**src/rtl/coffee_pkg.sv**
```systemverilog
// Shared definitions for the coffee machine order controller.
//   - state_e     : order controller state encoding
//   - Coin*       : coin input codes, coin_value() maps a code to its worth in units
//   - Drink*      : drink selection codes
//   - DefPrice*   : default drink prices in units
package coffee_pkg;

  typedef enum logic [2:0] {
    StIdle     = 3'd0,
    StCredit   = 3'd1,
    StError    = 3'd2,
    StDispense = 3'd3,
    StWaitDone = 3'd4
  } state_e;

  localparam logic [1:0] CoinNone = 2'b00;
  localparam logic [1:0] Coin1    = 2'b01;
  localparam logic [1:0] Coin2    = 2'b10;
  localparam logic [1:0] Coin5    = 2'b11;

  localparam logic [1:0] Drink0 = 2'b00;
  localparam logic [1:0] Drink1 = 2'b01;
  localparam logic [1:0] Drink2 = 2'b10;
  localparam logic [1:0] Drink3 = 2'b11;

  localparam int unsigned DefPrice0 = 3;
  localparam int unsigned DefPrice1 = 4;
  localparam int unsigned DefPrice2 = 5;
  localparam int unsigned DefPrice3 = 6;

  // Wide enough for the largest coin (5 units).
  localparam int unsigned CoinValW = 3;

  function automatic logic [CoinValW-1:0] coin_value(input logic [1:0] code);
    logic [CoinValW-1:0] val;
    case (code)
      Coin1:   val = 3'd1;
      Coin2:   val = 3'd2;
      Coin5:   val = 3'd5;
      default: val = 3'd0;
    endcase
    return val;
  endfunction

endpackage

```
**src/rtl/coffee_price_lut.sv**
```systemverilog
// Drink price lookup and credit sufficiency compare.
//   drink_sel_i  : drink code
//   credit_i     : current credit
//   price_o      : price of the selected drink
//   sufficient_o : credit_i >= price_o
module coffee_price_lut
  import coffee_pkg::*;
#(
  parameter int unsigned CREDIT_W = 4,
  parameter int unsigned PRICE0   = DefPrice0,
  parameter int unsigned PRICE1   = DefPrice1,
  parameter int unsigned PRICE2   = DefPrice2,
  parameter int unsigned PRICE3   = DefPrice3
) (
  input  logic [1:0]          drink_sel_i,
  input  logic [CREDIT_W-1:0] credit_i,
  output logic [CREDIT_W-1:0] price_o,
  output logic                sufficient_o
);

  always_comb begin
    price_o = CREDIT_W'(PRICE0);
    unique case (drink_sel_i)
      Drink0: price_o = CREDIT_W'(PRICE0);
      Drink1: price_o = CREDIT_W'(PRICE1);
      Drink2: price_o = CREDIT_W'(PRICE2);
      Drink3: price_o = CREDIT_W'(PRICE3);
      default: price_o = CREDIT_W'(PRICE0);
    endcase
  end

  assign sufficient_o = (credit_i >= price_o);

endmodule

```
**src/rtl/coffee_order_ctrl.sv**
```systemverilog
// Payment and selection stage of the coffee machine.
// Accumulates coins into a saturating credit register, evaluates orders on confirm and
// issues ENTER (valid order) or ERRO (insufficient credit) to the dispensing FSM.
//   clk, reset   : clock and synchronous active-high reset
//   coin         : coin code (00 none, 01 = 1, 10 = 2, 11 = 5 units)
//   drink_sel    : drink code sampled on confirm
//   confirm      : order request
//   cancel       : abort, refunds the credit
//   drink_done   : dispensing finished pulse
//   ENTER        : one-cycle valid-order strobe
//   ERRO         : insufficient-credit level, ERR_CYCLES long
//   drink_out    : latched drink code while dispensing
//   credit       : current credit
//   change_valid : one-cycle change/refund pulse, change_amt valid with it
//   coin_reject  : one-cycle pulse when a coin is returned
//   busy         : order in progress (dispensing or waiting for done)
module coffee_order_ctrl
  import coffee_pkg::*;
#(
  parameter int unsigned CREDIT_W   = 4,
  parameter int unsigned MAX_CREDIT = 15,
  parameter int unsigned PRICE0     = DefPrice0,
  parameter int unsigned PRICE1     = DefPrice1,
  parameter int unsigned PRICE2     = DefPrice2,
  parameter int unsigned PRICE3     = DefPrice3,
  parameter int unsigned ERR_CYCLES = 4
) (
  input  logic                clk,
  input  logic                reset,
  input  logic [1:0]          coin,
  input  logic [1:0]          drink_sel,
  input  logic                confirm,
  input  logic                cancel,
  input  logic                drink_done,
  output logic                ENTER,
  output logic                ERRO,
  output logic [1:0]          drink_out,
  output logic [CREDIT_W-1:0] credit,
  output logic                change_valid,
  output logic [CREDIT_W-1:0] change_amt,
  output logic                coin_reject,
  output logic                busy
);

  localparam int unsigned SumW = CREDIT_W + 1;
  localparam int unsigned CntW = (ERR_CYCLES > 1) ? $clog2(ERR_CYCLES) : 1;

  state_e                state_q, state_d;
  logic [CREDIT_W-1:0]   credit_q, credit_d;
  logic                  enter_q, enter_d;
  logic                  erro_q, erro_d;
  logic [1:0]            drink_q, drink_d;
  logic                  chg_valid_q, chg_valid_d;
  logic [CREDIT_W-1:0]   chg_amt_q, chg_amt_d;
  logic                  coin_rej_q, coin_rej_d;
  logic [CntW-1:0]       err_cnt_q, err_cnt_d;

  logic [CREDIT_W-1:0]   price;
  logic                  sufficient;
  logic                  coin_nz;
  logic [SumW-1:0]       coin_sum;
  logic                  coin_ovf;

  coffee_price_lut #(
    .CREDIT_W (CREDIT_W),
    .PRICE0   (PRICE0),
    .PRICE1   (PRICE1),
    .PRICE2   (PRICE2),
    .PRICE3   (PRICE3)
  ) u_price_lut (
    .drink_sel_i  (drink_sel),
    .credit_i     (credit_q),
    .price_o      (price),
    .sufficient_o (sufficient)
  );

  assign coin_nz  = (coin != CoinNone);
  // One extra bit so the saturation check sees the true sum.
  assign coin_sum = {1'b0, credit_q} + SumW'(coin_value(coin));
  assign coin_ovf = (coin_sum > SumW'(MAX_CREDIT));

  always_comb begin
    state_d     = state_q;
    credit_d    = credit_q;
    enter_d     = 1'b0;
    erro_d      = 1'b0;
    drink_d     = drink_q;
    chg_valid_d = 1'b0;
    chg_amt_d   = chg_amt_q;
    coin_rej_d  = 1'b0;
    err_cnt_d   = err_cnt_q;

    unique case (state_q)
      StIdle, StCredit, StError: begin
        // ERRO hold timer; later branches may override the outcome.
        if (state_q == StError) begin
          if (err_cnt_q == '0) begin
            state_d = StCredit;
          end else begin
            erro_d    = 1'b1;
            err_cnt_d = err_cnt_q - 1'b1;
          end
        end

        if (cancel) begin
          chg_valid_d = 1'b1;
          chg_amt_d   = credit_q;
          credit_d    = '0;
          erro_d      = 1'b0;
          err_cnt_d   = '0;
          state_d     = StIdle;
          coin_rej_d  = coin_nz;
        end else if (confirm) begin
          // Evaluated against the pre-coin credit; a concurrent coin is returned.
          coin_rej_d = coin_nz;
          if (sufficient) begin
            state_d     = StDispense;
            enter_d     = 1'b1;
            erro_d      = 1'b0;
            err_cnt_d   = '0;
            drink_d     = drink_sel;
            chg_valid_d = 1'b1;
            chg_amt_d   = credit_q - price;
            credit_d    = '0;
          end else begin
            state_d   = StError;
            erro_d    = 1'b1;
            err_cnt_d = CntW'(ERR_CYCLES - 1);
          end
        end else if (coin_nz) begin
          if (coin_ovf) begin
            coin_rej_d = 1'b1;
          end else begin
            credit_d = coin_sum[CREDIT_W-1:0];
            if (state_q == StIdle) begin
              state_d = StCredit;
            end
          end
        end
      end

      StDispense: begin
        state_d    = StWaitDone;
        coin_rej_d = coin_nz;
      end

      StWaitDone: begin
        coin_rej_d = coin_nz;
        if (drink_done) begin
          state_d = StIdle;
          drink_d = Drink0;
        end
      end

      default: begin
        state_d = StIdle;
      end
    endcase
  end

  always_ff @(posedge clk) begin
    if (reset) begin
      state_q     <= StIdle;
      credit_q    <= '0;
      enter_q     <= 1'b0;
      erro_q      <= 1'b0;
      drink_q     <= Drink0;
      chg_valid_q <= 1'b0;
      chg_amt_q   <= '0;
      coin_rej_q  <= 1'b0;
      err_cnt_q   <= '0;
    end else begin
      state_q     <= state_d;
      credit_q    <= credit_d;
      enter_q     <= enter_d;
      erro_q      <= erro_d;
      drink_q     <= drink_d;
      chg_valid_q <= chg_valid_d;
      chg_amt_q   <= chg_amt_d;
      coin_rej_q  <= coin_rej_d;
      err_cnt_q   <= err_cnt_d;
    end
  end

  assign ENTER        = enter_q;
  assign ERRO         = erro_q;
  assign drink_out    = drink_q;
  assign credit       = credit_q;
  assign change_valid = chg_valid_q;
  assign change_amt   = chg_amt_q;
  assign coin_reject  = coin_rej_q;
  assign busy         = (state_q == StDispense) || (state_q == StWaitDone);

endmodule

```
**config.mk**
```make
export PLATFORM = sky130hd
export DESIGN_NAME = coffee_order_ctrl
export DESIGN_NICKNAME = d
export VERILOG_FILES = /design/src/rtl/coffee_pkg.sv /design/src/rtl/coffee_price_lut.sv /design/src/rtl/coffee_order_ctrl.sv
export SDC_FILE = /design/constraint.sdc
export NUM_CORES = 1
export LEC_CHECK = 0
export BUFFER_PORTS_ARGS = -buffer_cell sky130_fd_sc_hd__buf_4
export CAP_MARGIN = 25
export CORE_AREA = 2 2 53 55
export DETAILED_ROUTE_END_ITERATION = 12
export DIE_AREA = 0 0 55 57
export GPL_TIMING_DRIVEN = 1
export PLACE_DENSITY = 0.73
export SKIP_LAST_GASP = 1
export SLEW_MARGIN = 0
export SYNTH_ARGS = -nofsm -noshare
export SYNTH_HDL_FRONTEND = slang
export SYNTH_SLANG_ARGS = --single-unit
```
**constraint.sdc**
```tcl
create_clock -name clk -period 3.25 [get_ports clk]
set_input_delay 0.65 -clock clk [delete_from_list [all_inputs] [get_ports clk]]
set_output_delay 0.65 -clock clk [all_outputs]
set_load 0.005 [all_outputs]
```
### Yosys cells after proc, flatten, opt, wreduce, memory -nomap -nowiden

Index checks and enable logic that the tools add are counted.

* add/subtract/negate cells: 3
* $lt $le $gt $ge: 2
* eq/ne operators: 17
* mux-type cells: 42
* bitwise logic cells: 1
* reductions and logical operators: 18

Operators by type and width (count)
* $mux W4: 8
* $mux W3: 8
* $mux W2: 9
* $pmux W3 S3: 2
* $pmux W4 S4: 1
* $mux W1: 12
* $eq A2 B2 Y1 const B: 4
* $ne A2 B2 Y1 const B: 4
* $reduce_bool A2 Y1: 4
* $eq A3 B2 Y1 const B: 2
* $ne A3 B3 Y1 const B: 2
* $reduce_and A3 Y1: 2
* $reduce_bool A3 Y1: 2
* $reduce_or A3 Y1: 2
* $add A4 B3 Y5: 1
* $gt A5 B4 Y1 const B: 1
* $reduce_and A5 Y1: 1
* $eq A2 B1 Y1 const B: 2
* $ge A4 B4 Y1: 1
* $logic_not A2 Y1: 2
* $pmux W2 S2: 1
* $reduce_and A4 Y1: 1
* $reduce_or A2 Y1: 2
* $sub A4 B4 Y4: 1
* 8 further kinds: 8

* register bits after elaboration: 19
* input port bits: 9
* output and inout bits: 15
* logic and storage cells: 92

### Logic depth before layout (Yosys ltp)

Gate-level depths: netlist of run 1.

* depth after elaboration: 9
* depth in mapped cells: 11

### By module

From an unflattened synthesis of run 1, not the netlist that was laid out.

* cell total of the unflattened synthesis: 148
* area, all modules: 1249.9 um^2

By module, submodules not included
* coffee_order_ctrl: instances 1, cells each 131, area each 1123.6 um^2
* coffee_price_lut: instances 1, cells each 17, area each 126.4 um^2

### Least setup slack after synthesis of run 1

OpenSTA, ideal clock, no wires.

* path type: in2reg
* from: input port drink_sel[0]
* to: register credit_q[2], in the netlist credit[2]
* arrival time: 2637 ps
* required time: 3179 ps
* slack: 543 ps
* stages on the path: 11
* path buffers: 0
* path through: inv_1 -> ha_1 -> or2_2 -> ha_1 -> inv_1 -> fa_1 -> a21oi_1 -> o211ai_2 -> o21ai_2 -> or4_1 -> a21oi_1

* longest elaborated chain between the ends: 5

Ends and longest elaborated chain
* start: declaration: line coffee_order_ctrl.sv:31 `input logic [1:0] drink_sel,`
* $eq A2 B2 Y1, or another cell as far along: line coffee_price_lut.sv:23 `unique case (drink_sel_i)`
* $pmux W4 S4 *: line coffee_price_lut.sv:23
* $ge A4 B4 Y1 *: line coffee_price_lut.sv:32 `assign sufficient_o = (credit_i >= price_o);`
* $ne A3 B1 Y1 (no source line) *
* $reduce_and A4 Y1 (no source line) *
* end signal: assignment: line coffee_order_ctrl.sv:174 `credit_q <= credit_d;`
* end: declaration: line coffee_order_ctrl.sv:49 `logic [CREDIT_W-1:0] credit_q, credit_d;`

Every way passes the cells marked *; elsewhere a longest branch is shown, timed or not. The select of a mux whose other input is x is not followed.
A chain may end at the register's enable or synchronous reset.

### Worst setup path after layout of run 1

Same ends and word-level chain as after synthesis.

==> results.txt, run 1 <==
* Status: finished, final reports clean
- Number of remaining DRC errors: 0
- Wires add up to 2380 um.
- Data arrival, critical path: 2.93 ns
* Worst hold path class: flip-flop to flip-flop
* Die Footprint: 0.00314 mm2
- Area share of the leading cell type in the synthesized netlist: 34.1%
* Setup violations, final: 0
- Resized cells post-CTS: 0
* Headroom to the max-slew limit: 72.7%
- For this design the ratio of total power to cell area is 359 mW/mm2.
- The die is 55 um wide.
- Global-route wire length before repair: 4170 um
* Portion of the clock cycle consumed by the worst path in the final layout: 82.9%
- Sum of overflow across all layers after global routing: 0
- CTS built an H-tree with a depth of 1.
- Total number of vias: 995
- Post-route minimum period: 2.69 ns
- Final standard cell utilization of the core: 50.8%
- Data required, critical path: 3.48 ns
- For this configuration, the core starts out at a cell density of 42.7%.
- Tightest hold margin: 0.492 ns
- Largest net degree at the start of global routing: 12
- Number of nets in the layout: 173
- STA classifies the critical path endpoint as a flip-flop.
- Post-CTS timing repair inserted 0 buffers for setup.
- Fill cell total of the finished layout: 253
- Summed over all failing endpoints, the final setup total negative slack is 0 ns.
- TritonCTS clock tree: built
- Counting every sink on the clock net gives 19.
- Total clock buffers created by CTS: 3
- Synth-to-layout area growth: 19.1%
* Worst path cell trace: buf_4 -> inv_1 -> ha_1 -> or2_2 -> ha_1 -> inv_1 -> fa_1 -> a21oi_1 -> o211ai_2 -> o21ai_2 -> or4_1 -> a21oi_1
* Routability cong.: 0.882
- For this run, the slowest stage of the critical path takes 0.50 ns.
- Class of the most critical setup path: primary input to flip-flop
* Count of standard-cell rows: 19
- Detailed Routing Iterations Pass 1: 4
- Cells after synthesis: 131
* Leakage component of the power: 0.598 nW
- Antenna violations before repair: 0
- The share of the Yosys chip area taken by registers is 34.1%.
* Library cell occupying the most area in the post-synthesis netlist: sky130_fd_sc_hd__dfxtp_1
- Maximum clock rate: 371 MHz
* Worst Tran Pin Value: 0.409 ns
- Once detailed placement completed, the half-perimeter wirelength came to 1840 um.
- GR Util All Layers: 17.8%
* Violation count after the first detailed-route iteration: 10
- After synthesis, the cell types taking the most area are sky130_fd_sc_hd__dfxtp_1, sky130_fd_sc_hd__ha_1, sky130_fd_sc_hd__a21oi_1.
- Clock-pin slew was measured on the worst setup and hold paths at 0.11 ns.
- Number of nets in the synthesized netlist: 151
- Number of storage elements in the synthesis netlist: 19
- Area of the mapped netlist: 0.00112 mm2
- Count of final hold-check violations: 0
- Count of input and output buffers: 23
* Maximum count of clock buffers along a single path: 2
- Antenna diode instance count: 0
* Kind of start point of the critical path: primary input
- Dividing the detail-routed via count by the number of cells gives 5.44.
- Among all flip-flop cells after synthesis, the most frequent one is sky130_fd_sc_hd__dfxtp_1.
* FFs w/ async S/R, synth: 0%
- Syn_area_per_cell: 8.52 um2
* Tot Pwr: 477 uW
- The synthesized netlist contains 36 unique library cells.
* Detailed-route wire length per cell: 13.0 um
- The startpoint identified for the worst hold timing path is drink_out[0]$_SDFFE_PP0P_.
- Core region area: 0.00262 mm2
- Final Slew Violations: 0
- Via count of the first global-routing pass: 1000
- Critical path origin: drink_sel[0]
* Clock root buffer: sky130_fd_sc_hd__clkbuf_4
* Cell at the slowest stage of the critical path: sky130_fd_sc_hd__or4_1
- The number of buffers and inverters on the critical path is 3.
- Among cell families on the critical path, the largest total delay comes from simple AND/OR/NAND/NOR gates.
- Fraction of final layout cells sized beyond drive strength 1: 21.1%
* Max-cap violations: 0
* Antenna Nets Post-Route: 0
- Clock latency on the worst-skew pair, taken at its later pin, is 0.30 ns.
- Of all nets on the critical path, the largest fanout is 6.
- Peak supply drop: 0.182 mV
* Clock skew after layout: 0.00885 ns
- Launch point of the worst reg-to-reg path: credit[0]$_SDFFE_PP0P_
- The Yosys step of the flow raised 0 warnings.
- Setup repair after global routing left no endpoint under its margin.
* Post-CTS Hold Fix Bufs: 0
- The die is 57 um tall.
- Number of synthesized flops with an enable pin: 0
- Pin placement for this block handled 24 I/O pins.
* Cell types with the highest counts after synthesis: sky130_fd_sc_hd__dfxtp_1, sky130_fd_sc_hd__nand2_1, sky130_fd_sc_hd__a21oi_1, sky130_fd_sc_hd__inv_1
- Most frequent cell after synthesis: sky130_fd_sc_hd__dfxtp_1
metal layers:
layer	vias to the layer above	GRT usage, %	share of wire, %
met3	2	2.88	4.8
li1	503	-	-
met5	-	0	0
met1	460	22.6	45
met2	30	27.7	50
met4	0	10.5	0.46
cells by family (layout without fill, tap and decap cells):
logic type,Yosys count,in the layout,synth area share (%)
muxes,1,1,1.01
xor gates and xnor gates,3,3,2.35
AOI/OAI and AO/OA,39,39,25.2
DFF,19,19,34.1
buffers and inverters,16,37,5.61
and+or+nand+nor,42,42,18.0
adders and majority gates,11,11,13.7
worst reg2reg max path, stage by stage, from the launching register on:
cell,delay (ns)
sky130_fd_sc_hd__dfxtp_1,0.38
sky130_fd_sc_hd__ha_1,0.25
sky130_fd_sc_hd__fa_1,0.41
sky130_fd_sc_hd__a21o_1,0.22
sky130_fd_sc_hd__a211oi_4,0.32
sky130_fd_sc_hd__o21ai_2,0.13
sky130_fd_sc_hd__or4_1,0.50
sky130_fd_sc_hd__a21oi_1,0.16
state kept, by name, summed over array words and instances, names as in the netlist:
name / count
change_amt: 4
change_valid: 1
drink_out: 2
ENTER: 1
credit: 4
state_q: 3
ERRO: 1
coin_reject: 1
err_cnt_q: 2
where the power goes:
part | switching, mW | leakage, nW | internal (mW) | total (mW)
Combinational | 0.0537 | 0.428 | 0.0488 | 0.103
Sequential | 0.00925 | 0.155 | 0.244 | 0.254
Clock | 0.0734 | 0.0150 | 0.0479 | 0.121
Total | 0.136 | 0.598 | 0.341 | 0.477
stage by stage:
stage          cells  cell area (um2)  setup slack, ns
2_1_floorplan    131             1120            0.543
3_3_place_gp     179             1300            0.393
3_5_place_dp     179             1300            0.266
4_1_cts          183             1330            0.563
5_1_grt          183             1330            0.376
6_report         183             1330            0.556
final timing paths:
| check | end | slack, ns | cells past startpoint |
|---|---|---|---|
| max | credit[2]$_SDFFE_PP0P_ | 0.56 | 12 |
| min | drink_out[0]$_SDFFE_PP0P_ | 0.49 | 2 |
| max reg2reg | credit[2]$_SDFFE_PP0P_ | 0.82 | 7 |
| min reg2reg | drink_out[0]$_SDFFE_PP0P_ | 0.49 | 2 |
layout by cell type (no fill, tap or decap), types with 2 or more instances in the layout:
master,n
sky130_fd_sc_hd__nand2_1,14
sky130_fd_sc_hd__o2111ai_1,2
sky130_fd_sc_hd__clkbuf_4,3
sky130_fd_sc_hd__a21o_1,2
sky130_fd_sc_hd__a22o_1,4
sky130_fd_sc_hd__buf_4,23
sky130_fd_sc_hd__xnor2_1,3
sky130_fd_sc_hd__nor2b_1,2
sky130_fd_sc_hd__inv_1,10
sky130_fd_sc_hd__dfxtp_1,19
sky130_fd_sc_hd__a21oi_1,12
sky130_fd_sc_hd__nand3b_1,2
sky130_fd_sc_hd__fa_1,2
sky130_fd_sc_hd__nor3_1,5
sky130_fd_sc_hd__o21ai_0,5
sky130_fd_sc_hd__o21ai_1,3
sky130_fd_sc_hd__nor2_1,9
sky130_fd_sc_hd__ha_1,9
sky130_fd_sc_hd__or2_0,2
sky130_fd_sc_hd__o21a_1,3
sky130_fd_sc_hd__and3_1,2
cell type report:
type / instances / area (um2) / share of cell area [%]
Inverter: 10 / 37.5 / 2.82
Timing Repair Buffer: 23 / 173 / 13.0
Multi-Input combinational cell: 96 / 673 / 50.7
Tap cell: 31 / 38.8 / 2.92
Clock buffer: 4 / 26.3 / 1.98
Sequential cell: 19 / 380 / 28.6
Note: power is estimated with default switching activity, not from simulation.
==> inputs of run 2 (changes only) <==
PLACE_DENSITY = 0.76   (was 0.73)
clock period = 2.4 ns   (was 3.25 ns; I/O delays follow)
==> run 2 against run 1 <==
Routed wire length increased by 2.6%. Setup slack got worse by 0.39 ns. Clock power is 40% higher. Largest cell class unchanged. Via count increased by 2.6%. Core utilization is 2.9 points higher. Register-to-register slack lost 0.59 ns. Clock skew shrank 0.0036 ns. Final area up 5.7%. Combinational power grew 57%.
==> results.txt, run 2 (synthesis gave the netlist of run 1 again) <==
* Peak supply drop: 0.288 mV (+58%)
* Final Slew Violations: 0 (unchanged)
* Via count of the first global-routing pass: 1029 (+2.9%)
* Setup violations, final: 0 (unchanged)
* Starting Density: 42.7% (unchanged)
* Worst Tran Pin Value: 0.396 ns (-0.0126 ns)
- Tightest hold margin: 0.424 ns (-0.0688 ns)
- Count of final hold-check violations: 0 (unchanged)
- The flow ran to the end, and the final reports show no timing, DRC or antenna violations.
- The total overflow reported by the global router came to 0 (unchanged).
- Total number of vias: 1021 (+2.6%)
* Resized cells post-CTS: 0 (unchanged)
* Sequential Power Share: 50.8% (-2.3 points)
* Kind of start point of the critical path: primary input
* Count of buffers added by post-CTS timing repair for setup: 0 (unchanged)
- Share of total power in the clock network: 25.1% (-0.3 points)
* Detailed Routing Iterations Pass 1: 4 (unchanged)
* Clock Sinks: 19 (unchanged)
* Post-Route WL: 2440 um (+2.6%)
* Die span in x: 55 um (unchanged)
- The first-pass GRT wire length came to 4340 um (+4.2%).
- By startpoint and endpoint, the worst setup path is classified as primary input to flip-flop.
- Final standard cell utilization of the core: 53.7% (+2.9 points)
* Tot Pwr: 673 uW (+41%)
- The critical path arrival was 2.48 ns (-0.45 ns).
* Leakage component of the power: 0.641 nW (+7.1%)
* Fraction of final layout cells sized beyond drive strength 1: 28.0% (+6.9 points)
* Combinational share of power: 24.1% (+2.6 points)
- The number of max-cap violations is 0 (unchanged).
* Average via count per standard cell: 5.32 (-2.2%)
- In this run the clock root is driven by a sky130_fd_sc_hd__clkbuf_4.
* Core region area: 0.00262 mm2 (unchanged)
* Estimated wirelength of the detail-placed design: 2000 um (+8.6%)
- The height of the die was 57 um (unchanged).
- Dividing the final minimum period by the clock period gives 93.1%.
- Maximum count of clock buffers along a single path: 2 (unchanged)
* Post-route minimum period: 2.24 ns
- Data required, critical path: 2.65 ns (-0.83 ns)
- CTS H-Tree Depth: 1 (unchanged)
- The post-route clock skew came to 0.00526 ns (-0.00358 ns).
- The placed instance count was 188 (+5.0%).
- Final cell count without fillers: 192 (+4.9%)
* Unrepaired setup endpoints after global routing: no
* Cell Int Power: 478 uW (+40%)
* Most frequent cells in the layout: sky130_fd_sc_hd__buf_4, sky130_fd_sc_hd__dfxtp_1, sky130_fd_sc_hd__nand2_1
* Peak fanout along the critical path: 6 (unchanged)
* Headroom to the max-slew limit: 73.6% (+0.84 points)
- The pin count of the biggest net entering global routing was 12 (unchanged).
- Post-CTS Hold Fix Bufs: 0 (unchanged)
- The net switching share of the total power was 28.9% (+0.30 points).
- The worst-case setup slack after placement is -0.164 ns (-0.430 ns).
- Ports placed on the boundary: 24 (unchanged)
- The port buffer count was 23 (unchanged).
* Count of standard-cell rows: 19 (unchanged)
- Maximum clock rate: 447 MHz
- Worst setup slack after layout: 0.165 ns (-0.391 ns)
- The number of nets with antenna violations after routing is 0 (unchanged).
* Setup crit end kind: flip-flop
* GR Util All Layers: 18.5% (+0.74 points)
- Die Footprint: 0.00314 mm2 (unchanged)
- Register clock-pin slew on the reported worst setup and hold paths: 0.11 ns (about the same)
* Number of remaining DRC errors: 0 (unchanged)
- Antenna diode instance count: 0 (unchanged)
- Violation count after the first detailed-route iteration: 15 (+5)
* TritonCTS clock tree: built
- The clock buffer count from CTS was 3 (unchanged).
- Worst hold path class: primary input to flip-flop
- The number of nets in the final layout came to 182 (+5.2%).
- Synth-to-layout area growth: 25.9%
- Most common cell after layout, fill and taps aside: sky130_fd_sc_hd__buf_4
- The clock latency of the later-clocked register in the worst-skew pair came to 0.31 ns (about the same).
* Detailed-route wire length per cell: 12.7 um (-2.2%)
* Routability cong.: 0.907 (+2.9%)
- Antenna violations before repair: 0 (unchanged)
- The net switching power was 194 uW (+42%).
* PwrDens: 479 mW/mm2 (+33%)
## run 2: worst paths after layout
| check | startpoint | endpoint | slack (ns) | depth (start not counted) |
|---|---|---|---|---|
| max reg2reg | credit[0]$_SDFFE_PP0P_ | credit[2]$_SDFFE_PP0P_ | 0.23 | 7 |
| min | reset | credit[2]$_SDFFE_PP0P_ | 0.42 | 2 |
| max | drink_sel[0] | credit[2]$_SDFFE_PP0P_ | 0.16 | 12 |
| min reg2reg | change_amt[2]$_SDFFE_PP0P_ | change_amt[2]$_SDFFE_PP0P_ | 0.49 | 1 |
## run 2: routing by layer
metal / track usage [%] / up-vias / wire [um]
met4: 7.67 / 0 / 43
li1: - / 517 / -
met5: 0 / - / 0
met3: 1.57 / 5 / 53
met1: 24.0 / 482 / 1130
met2: 31.0 / 17 / 1220
## run 2: power by group through the flow
stage	Sequential (mW)	Clock (mW)	Combinational (mW)
2_1_floorplan	0.349	0	0.0958
3_3_place_gp	0.348	0	0.157
3_5_place_dp	0.349	0	0.163
4_1_cts	0.342	0.170	0.164
5_1_grt	0.344	0.183	0.184
6_report	0.342	0.169	0.162
## run 2: critical path, stage by stage
cell,delay [ns]
sky130_fd_sc_hd__buf_4,0.07
sky130_fd_sc_hd__inv_1,0.05
sky130_fd_sc_hd__ha_1,0.21
sky130_fd_sc_hd__or2_2,0.28
sky130_fd_sc_hd__ha_2,0.17
sky130_fd_sc_hd__inv_2,0.06
sky130_fd_sc_hd__fa_2,0.21
sky130_fd_sc_hd__a21oi_2,0.05
sky130_fd_sc_hd__o211ai_2,0.25
sky130_fd_sc_hd__o21ai_2,0.11
sky130_fd_sc_hd__or4_1,0.41
sky130_fd_sc_hd__a21oi_1,0.12
## run 2: per-stage QoR
step / cell area [um2] / TNS [ns]
4_1_cts: 1410 / 0
3_3_place_gp: 1380 / -0.223
2_1_floorplan: 1120 / 0
3_5_place_dp: 1380 / -0.962
5_1_grt: 1410 / 0
6_report: 1410 / 0
## run 2: layout make-up
type / instances / area [um2]
Clock buffer: 4 / 26.3
Fill cell: 246 / 1210
Tap cell: 31 / 38.8
Inverter: 10 / 37.5
Timing Repair Buffer: 32 / 240
Sequential cell: 19 / 380
Multi-Input combinational cell: 96 / 682
